## config.mk

```make
export PLATFORM = sky130hd
export DESIGN_NAME = keypad_scanner
export DESIGN_NICKNAME = d
export VERILOG_FILES = /design/src/rtl/keypad_scanner.sv
export SDC_FILE = /design/constraint.sdc
export NUM_CORES = 1
export LEC_CHECK = 0
export ABC_AREA = 0
export BUFFER_PORTS_ARGS = -buffer_cell sky130_fd_sc_hd__buf_2
export CAP_MARGIN = 20
export CELL_PAD_IN_SITES_DETAIL_PLACEMENT = 0
export CELL_PAD_IN_SITES_GLOBAL_PLACEMENT = 1
export CORE_MARGIN = 3
export CORE_UTILIZATION = 30
export CTS_BUF_LIST = sky130_fd_sc_hd__clkbuf_4
export DETAILED_ROUTE_END_ITERATION = 10
export PLACE_DENSITY = 0.57
export SYNTH_ARGS = -nofsm -noshare
export SYNTH_HDL_FRONTEND = slang
export SYNTH_SLANG_ARGS = --single-unit
```

## constraint.sdc

```tcl
create_clock -name clk -period 3.2 [get_ports clk]
set_input_delay 0.32 -clock clk [delete_from_list [all_inputs] [get_ports clk]]
set_output_delay 0.32 -clock clk [all_outputs]
set_load 0.05 [all_outputs]
```

## src/rtl/keypad_scanner.sv

```systemverilog
// ============================================================================
// keypad_scanner : 4x3 matrix keypad scanner with frame-based debouncing.
// Revision 1.0
// ============================================================================
`default_nettype none

module keypad_scanner #(
  parameter int SCAN_CYCLES     = 1000,
  parameter int DEBOUNCE_FRAMES = 4
) (
  input  logic       clk,
  input  logic       rst,
  input  logic [2:0] col_n,
  output logic [3:0] row_n,
  output logic [3:0] keycode,
  output logic       held
);

  localparam int             SW        = $clog2(SCAN_CYCLES);
  localparam int             CW        = $clog2(DEBOUNCE_FRAMES + 1);
  localparam logic [SW-1:0]  SLOT_LAST = SW'(SCAN_CYCLES - 1);
  localparam logic [CW-1:0]  CNT_MAX   = CW'(DEBOUNCE_FRAMES);
  localparam logic [CW-1:0]  CNT_ONE   = CW'(1);
  localparam logic [3:0]     IDLE_CODE = 4'd13;

  typedef enum logic [1:0] {
    S_IDLE         = 2'd0,
    S_PRESS_WAIT   = 2'd1,
    S_HELD         = 2'd2,
    S_RELEASE_WAIT = 2'd3
  } state_t;

  function automatic logic [3:0] key_code(input logic [1:0] r, input logic [1:0] c);
    logic [3:0] code;
    case ({r, c})
      4'b0000: code = 4'd1;
      4'b0001: code = 4'd2;
      4'b0010: code = 4'd3;
      4'b0100: code = 4'd4;
      4'b0101: code = 4'd5;
      4'b0110: code = 4'd6;
      4'b1000: code = 4'd7;
      4'b1001: code = 4'd8;
      4'b1010: code = 4'd9;
      4'b1100: code = 4'd11;
      4'b1101: code = 4'd0;
      4'b1110: code = 4'd10;
      default: code = IDLE_CODE;
    endcase
    return code;
  endfunction

  logic [2:0]    col_meta, col_sync;
  logic [SW-1:0] slot_cnt;
  logic [1:0]    row_idx;
  logic [1:0]    acc_count;
  logic [3:0]    acc_code;
  state_t        state, state_n;
  logic [CW-1:0] cnt, cnt_n, cnt_inc;
  logic [3:0]    cand, cand_n;
  logic          emit;

  logic          slot_end, frame_done;
  logic [2:0]    row_hits;
  logic [1:0]    row_pop, base_count, row_col, frame_count;
  logic [2:0]    hit_sum;
  logic [3:0]    frame_code;
  logic          is_none, is_single;

  // Per-row classification; frame_count saturates at 2 meaning "multiple keys".
  always_comb begin
    slot_end   = (slot_cnt == SLOT_LAST);
    frame_done = slot_end && (row_idx == 2'd3);
    row_hits   = ~col_sync;
    row_pop    = {1'b0, row_hits[0]} + {1'b0, row_hits[1]} + {1'b0, row_hits[2]};
    base_count = (row_idx == 2'd0) ? 2'd0 : acc_count;
    hit_sum    = {1'b0, base_count} + {1'b0, row_pop};
    frame_count = (hit_sum >= 3'd2) ? 2'd2 : hit_sum[1:0];
    row_col    = row_hits[0] ? 2'd0 : (row_hits[1] ? 2'd1 : 2'd2);
    frame_code = (row_pop == 2'd1) ? key_code(row_idx, row_col) : acc_code;
    is_none    = (frame_count == 2'd0);
    is_single  = (frame_count == 2'd1);
  end

  always_ff @(posedge clk) begin
    if (rst) begin
      col_meta  <= 3'b111;
      col_sync  <= 3'b111;
      slot_cnt  <= '0;
      row_idx   <= 2'd0;
      row_n     <= 4'b1110;
      acc_count <= 2'd0;
      acc_code  <= IDLE_CODE;
    end else begin
      col_meta <= col_n;
      col_sync <= col_meta;
      if (slot_end) begin
        slot_cnt  <= '0;
        row_idx   <= row_idx + 2'd1;
        row_n     <= {row_n[2:0], row_n[3]};
        acc_count <= frame_count;
        acc_code  <= frame_code;
      end else begin
        slot_cnt <= slot_cnt + SW'(1);
      end
    end
  end

  always_ff @(posedge clk) begin
    if (rst) begin
      state   <= S_IDLE;
      cnt     <= '0;
      cand    <= IDLE_CODE;
      keycode <= IDLE_CODE;
      held    <= 1'b0;
    end else begin
      state   <= state_n;
      cnt     <= cnt_n;
      cand    <= cand_n;
      keycode <= emit ? cand_n : IDLE_CODE;
      held    <= (state_n == S_HELD) || (state_n == S_RELEASE_WAIT);
    end
  end

  // The FSM only moves on the row-3 sample edge, when a full frame is known.
  always_comb begin
    state_n = state;
    cnt_n   = cnt;
    cand_n  = cand;
    emit    = 1'b0;
    cnt_inc = (cnt == CNT_MAX) ? cnt : cnt + CW'(1);
    if (frame_done) begin
      case (state)
        S_IDLE: begin
          if (is_single) begin
            cand_n = frame_code;
            cnt_n  = CNT_ONE;
            if (CNT_ONE == CNT_MAX) begin
              emit    = 1'b1;
              state_n = S_HELD;
            end else begin
              state_n = S_PRESS_WAIT;
            end
          end
        end
        S_PRESS_WAIT: begin
          if (is_single && (frame_code == cand)) begin
            cnt_n = cnt_inc;
            if (cnt_inc == CNT_MAX) begin
              emit    = 1'b1;
              state_n = S_HELD;
            end
          end else if (is_single) begin
            cand_n = frame_code;
            cnt_n  = CNT_ONE;
          end else begin
            cnt_n   = '0;
            state_n = S_IDLE;
          end
        end
        S_HELD: begin
          if (is_none) begin
            cnt_n   = CNT_ONE;
            state_n = (CNT_ONE == CNT_MAX) ? S_IDLE : S_RELEASE_WAIT;
          end
        end
        S_RELEASE_WAIT: begin
          if (is_none) begin
            cnt_n = cnt_inc;
            if (cnt_inc == CNT_MAX) state_n = S_IDLE;
          end else begin
            state_n = S_HELD;
          end
        end
        default: state_n = S_IDLE;
      endcase
    end
  end

endmodule

`default_nettype wire

```

* Word level (Yosys, flattened, before mapping) *
Memory sizes are Yosys's and may differ from the RTL's.
Cells that the tools add are included.

cells by class
  magnitude comparators = 1
  multiplexer cells = 29
  bitwise gates (word level) = 2
  $add $sub $neg = 6
  equality and inequality tests = 15
  reduce and logical (&&, ||, !) cells = 9

operator list
  cell                                                                                 count
  2-bit two-way mux                                                                    12
  4-bit two-way mux                                                                    4
  3-bit two-way mux                                                                    5
  3-bit case mux with 4 select lines                                                   1
  10-bit by 1-bit adder with 10-bit output, second input constant                      1
  10-bit == test, second input constant                                                1
  2-bit == test, second input constant                                                 5
  2-bit case mux with 4 select lines                                                   1
  4-bit case mux with 2 select lines                                                   1
  2-bit by 1-bit == test with 1-bit output, second input constant                      3
  3-bit == test, second input constant                                                 2
  2-bit zero test                                                                      3
  2-bit inequality test, second input constant                                         3
  1-bit two-way mux                                                                    5
  4-bit == test                                                                        1
  4-bit AND reduction                                                                  1
  2-bit OR reduction                                                                   2
  2-bit by 2-bit adder with 3-bit output                                               1
  3-bit by 1-bit adder with 3-bit output, second input constant                        1
  3-bit by 2-bit greater-or-equal comparator with 1-bit output, second input constant  1
  3-bit NOT                                                                            1
  1-bit by 1-bit adder with 2-bit output                                               1
  2-bit by 1-bit adder with 2-bit output                                               1
  2-bit by 1-bit adder with 2-bit output, second input constant                        1
  other kinds (3)                                                                      4

storage, ports and cells
  output and inout port bits = 9
  register bits = 42
  word-level logic and storage cells = 75
  memories = 1
  input port bits = 5
  bits in read-only memories = 64

memory list
  name             words  bits a word  read ports  clocked after Yosys merged registers in  wr ports  line  RTL
  (no name shown)  16     4            1           0                                        0         35    case ({r, c})

* Longest topological paths before layout *
  depth after elaboration = 13
  depth in mapped cells = 13
  mapped depth without buffers = 12

* Worst setup path before layout *
No wires, ideal clock.

  path type = register to register
  start point = register col_sync[0]
  end point = register cnt[0]
  library setup time = 0.134 ns
  stages on the path, launching flop included = 11
  path buffers = 0
  slack = 0.416 ns
  required time = 3.066 ns
  arrival = 2.650 ns
  path through = dfxtp_1 -> fa_1 -> inv_1 -> ha_1 -> inv_1 -> fa_1 -> nand3_1 -> nor3b_1 -> a2111oi_4 -> and3_1 -> a211oi_1

on the way
  cells in the longest elaborated chain, start to end = 10

RTL lines
  element                                                       line      RTL
  start: declaration                                            53        logic [2:0] col_meta, col_sync;
  start signal: assignment                                      96        col_sync <= col_meta;
  3-bit NOT *                                                   74        row_hits = ~col_sync;
  1-bit by 1-bit adder with 2-bit output                        75        row_pop = {1'b0, row_hits[0]} + {1'b0, row_hits[1]} + {1'b0, row_hits[2]};
  2-bit by 1-bit adder with 2-bit output                        75
  2-bit by 2-bit adder with 3-bit output                        77        hit_sum = {1'b0, base_count} + {1'b0, row_pop};
  3-bit by 2-bit greater-or-equal comparator with 1-bit output  78        frame_count = (hit_sum >= 3'd2) ? 2'd2 : hit_sum[1:0];
  2-bit two-way mux                                             78
  2-bit by 1-bit == test with 1-bit output                      82        is_single = (frame_count == 2'd1);
  1-bit two-way mux or 1-bit logical AND (tied branches)        153, 147
  3-bit two-way mux                                             147       if (is_single && (frame_code == cand)) begin
  3-bit case mux with 4 select lines                            133       case (state)
  end signal: assignment                                        118       cnt <= cnt_n;
  end: declaration                                              59        logic [CW-1:0] cnt, cnt_n, cnt_inc;

Mark *: on every way between the ends. The rest lies on a longest branch, timed or not.
A chain may end at the register's enable or synchronous reset.

* Worst setup path after layout *
  start point = register col_sync[0]
  end point = register held

on the way
  cells in the longest elaborated chain, start to end = 13

RTL lines
  element                                                       line      RTL
  3-bit NOT *                                                   74
  1-bit by 1-bit adder with 2-bit output                        75
  2-bit by 1-bit adder with 2-bit output                        75
  2-bit by 2-bit adder with 3-bit output                        77
  3-bit by 2-bit greater-or-equal comparator with 1-bit output  78
  2-bit two-way mux                                             78
  2-bit by 1-bit == test with 1-bit output                      82
  2-bit two-way mux or 1-bit logical AND (tied branches)        153, 147
  2-bit two-way mux                                             147
  2-bit case mux with 4 select lines *                          133
  2-bit two-way mux *                                           132       if (frame_done) begin
  2-bit == test                                                 121       held <= (state_n == S_HELD) || (state_n == S_RELEASE_WAIT);
  1-bit logical OR *                                            121
  end signal: assignment                                        121
  end: declaration                                              16        output logic held

Marks and branches as above.

==> results.toml <==
[clock_tree]
worstSkewPairLatency_ns = 0.37
cts.sinks = 42
cts_max_level = 2
cts_root_buffer = "clkbuf_4"
cts.clk_slew.worst_paths_ns = 0.13
clockBufferDepth = 2
numCtsBuffers = 5
tritoncts = "built"

[yosys]
synthCells = 254
synth_seq_cells = 42
yosysTopAreaCellShare_pct = 37.6
ys_types = 49
synthFlopType = "dfxtp_1"
syn-num-nets = 270
syn_area_per_cell_um2 = 8.79
yosys_warnings = 0
synth.largest_area_cell = "dfxtp_1"
async_flop_share_pct = 0
yosysSeqAreaShare_pct = 37.6
synth_edf_count = 0
synthesis.area_um2 = 2230
synth_area_leaders = "dfxtp_1, ha_1, nand2_1, xnor2_1, nand3_1"

[floorplanning]
dieArea_um2 = 8520
core.rowCount = 30
core_um2 = 7020
ios = 14
die_x_um = 92.3
die_y_um = 92.3
initial_core_util_pct = 31.8

[timing]
final_hold_viol_count = 0
fin_crit_sh_pct = 92.8
holdWs_ns = 0.128
min_period_ns = 2.97
setup_viol = 0
timing.fmax_mhz = 337
drv_slew = 0
max_slew_margin_pct = 44.0
fin_skew_ns = 0.0117
tightest_slew_ns = 0.839

[pwr]
ir_worst_vdd_mv = 0.141
design_power_total_mw = 0.897
powerDensity_nw_per_um2 = 360
p_leak_nw = 0.950

[cells_and_area]
drive_above_1_share_pct = 16.5
finalCoreUtilization_pct = 35.5
final_nets = 288
design_area_um2 = 2490
area_delta_synth_final_pct = 11.6
diodes = 0

[setup_path]
rrSetupSlack_ns = 0.23
rr_worst_depth = 10
worstSetupPathType = "flip-flop to flip-flop"
start_kind = "flip-flop"
cp_top_family = "adder cells"
r2r_start = "col_sync[0]"
crit_slowest_cell = "fa_1"
crit_chain = "fa_1 -> inv_1 -> ha_1 -> inv_1 -> fa_1 -> nand3_1 -> nor2_2 -> nand3_1 -> or4_4 -> a21oi_1"
r2r-end = "held"
max_stage_delay_ns = 0.55
path_buf_inv = 2
required_ns = 3.49
cp_max_fo = 7
crit_cells = 10
worstSetupEndpointType = "flip-flop"
crit_start = "col_sync[0]"
worstPathArrival_ns = 3.26
crit_end = "held"

[global_route]
antenna_found_initial = 0
grt_overflow = 0
grt_use_total_pct = 12.9
grt_pass1_wl_mm = 8.77
grt_max_degree = 21
grt_pass1_vias = 1784

[detailed_routing]
via_per_inst = 5.00
drt_iter0_drc = 90
drc = 0
vias = 1846
drt_first_pass_iters = 4
post_drt_wl_per_cell_um = 14.1
wirelength_mm = 5.21
ant_nets = 0

[run]
maxCapViolCount = 0

[place]
place.gp.congestion = 0.753
dp_hpwl_mm = 3.71
port_buffers = 13
post_dp_cell_area_um2 = 2420

[min_path]
hold_path.class = "primary input to flip-flop"

[outcome]
outcome = "finished clean"
==> area by class of cell <==
cell class	instances	area (µm²)
clock inverter	3	16.3
timing repair buffer	20	118
clock buffer	5	37.5
fill	759	4530
inverter	14	52.6
tap	96	120
multi-input combinational	189	1310
sequential	42	842
==> synthesized netlist by cell type (2+ instances only) <==
cell       count
a2111oi_4      2
a211o_1        6
a211oi_1       2
a21oi_1       13
a31oi_1        3
and2_1         2
and3_1         5
clkbuf_1       8
dfxtp_1       42
fa_1           2
ha_1           9
inv_1         13
nand2_1       27
nand2b_1       4
nand3_1       14
nand3b_1       5
nand4_1        7
nand4b_1       2
nor2_1        18
nor2b_1        3
nor3b_1        2
nor4_1         4
o211ai_1       5
o21ai_0        6
o31a_1         4
o31ai_1        2
o41ai_1        2
or2_2          6
or3_1          4
xnor2_1       10
xor2_1         4
==> worst reg2reg max path, cell delays in order, from the launching register on <==
cell and delay, ns:
dfxtp_2 0.38, fa_1 0.51, inv_1 0.08, ha_1 0.13, inv_1 0.04, fa_1 0.55
nand3_1 0.19, nor2_2 0.16, nand3_1 0.17, or4_4 0.49, a21oi_1 0.19
==> timing repair <==
item / CTS / global route
resized for setup: 0 / 3
setup endpoints to repair: 0 / 10
setup buffers: 0 / 1
hold buffers: 0 / 0
==> state kept, by name (all words and copies together), names as in the netlist, 2 cells and up <==
| register | flops |
|---|---|
| row_idx | 2 |
| cand | 4 |
| cnt | 3 |
| acc_code | 4 |
| col_sync | 3 |
| acc_count | 2 |
| col_meta | 3 |
| keycode | 4 |
| row_n | 4 |
| state | 2 |
| slot_cnt | 10 |
==> per-layer routing <==
metal,GRT usage [%],up-vias,wire [µm]
met5,0,-,0
met4,5.94,0,72
met3,2.54,9,145
met2,19.8,26,2360
met1,17.3,872,2630
li1,-,939,-
==> where the power goes <==
group	switching [mW]	internal, mW	total (mW)
Clock	0.190	0.0819	0.272
Combinational	0.0550	0.0347	0.0897
Sequential	0.00541	0.530	0.535
Total	0.250	0.646	0.897
==> cell usage in the layout, fill, tap and decap left out, types with 2 or more instances in the layout <==
master     count
xnor2_1       10
o31a_1         4
ha_1           9
or3_1          4
inv_1         13
fa_1           2
nand2b_1       4
a211oi_1       2
nand2_1       27
xor2_1         4
clkbuf_4       5
buf_4          7
nor2b_1        3
or2_2          6
a211o_1        6
a21oi_1       13
nand3b_1       5
dfxtp_1       41
nand4b_1       2
a2111oi_4      2
and3_1         5
a31oi_1        3
and2_1         2
buf_2         13
nor2_1        17
nand4_1        7
o211ai_1       5
nor4_1         4
o21ai_0        6
nand3_1       14
o41ai_1        2
o31ai_1        2
==> worst min path at each step <==
stage                 from          end  slack (ns)  cells after the start
2_1_floorplan  col_meta[0]  col_sync[0]        0.39                      1
3_3_place_gp   col_meta[2]  col_sync[2]        0.39                      1
3_5_place_dp   col_meta[1]  col_sync[1]        0.40                      1
4_1_cts           col_n[0]  col_meta[0]        0.11                      2
5_1_grt           col_n[0]  col_meta[0]        0.12                      2
6_report          col_n[1]  col_meta[1]        0.13                      2
==> cells by family after synthesis <==
kind of cell / synth area share (%)
XOR/XNOR: 5.49
AND/OR/NAND/NOR: 25.8
multiplexers: 1.57
adder cells (fa/ha/maj): 6.83
flip-flops: 37.6
buffers and inverters: 4.20
AO/OA/AOI/OAI: 18.4
==> metrics by stage <==
stage | setup TNS, ns | setup slack (ns) | instances
global placement | 0 | 0.202 | 360
floorplan | 0 | 0.416 | 254
finish | 0 | 0.231 | 369
detailed placement | 0 | 0.162 | 360
CTS | 0 | 0.122 | 368
global route | -0.00326 | -0.00326 | 369
Note: power is estimated with default switching activity, not from simulation.
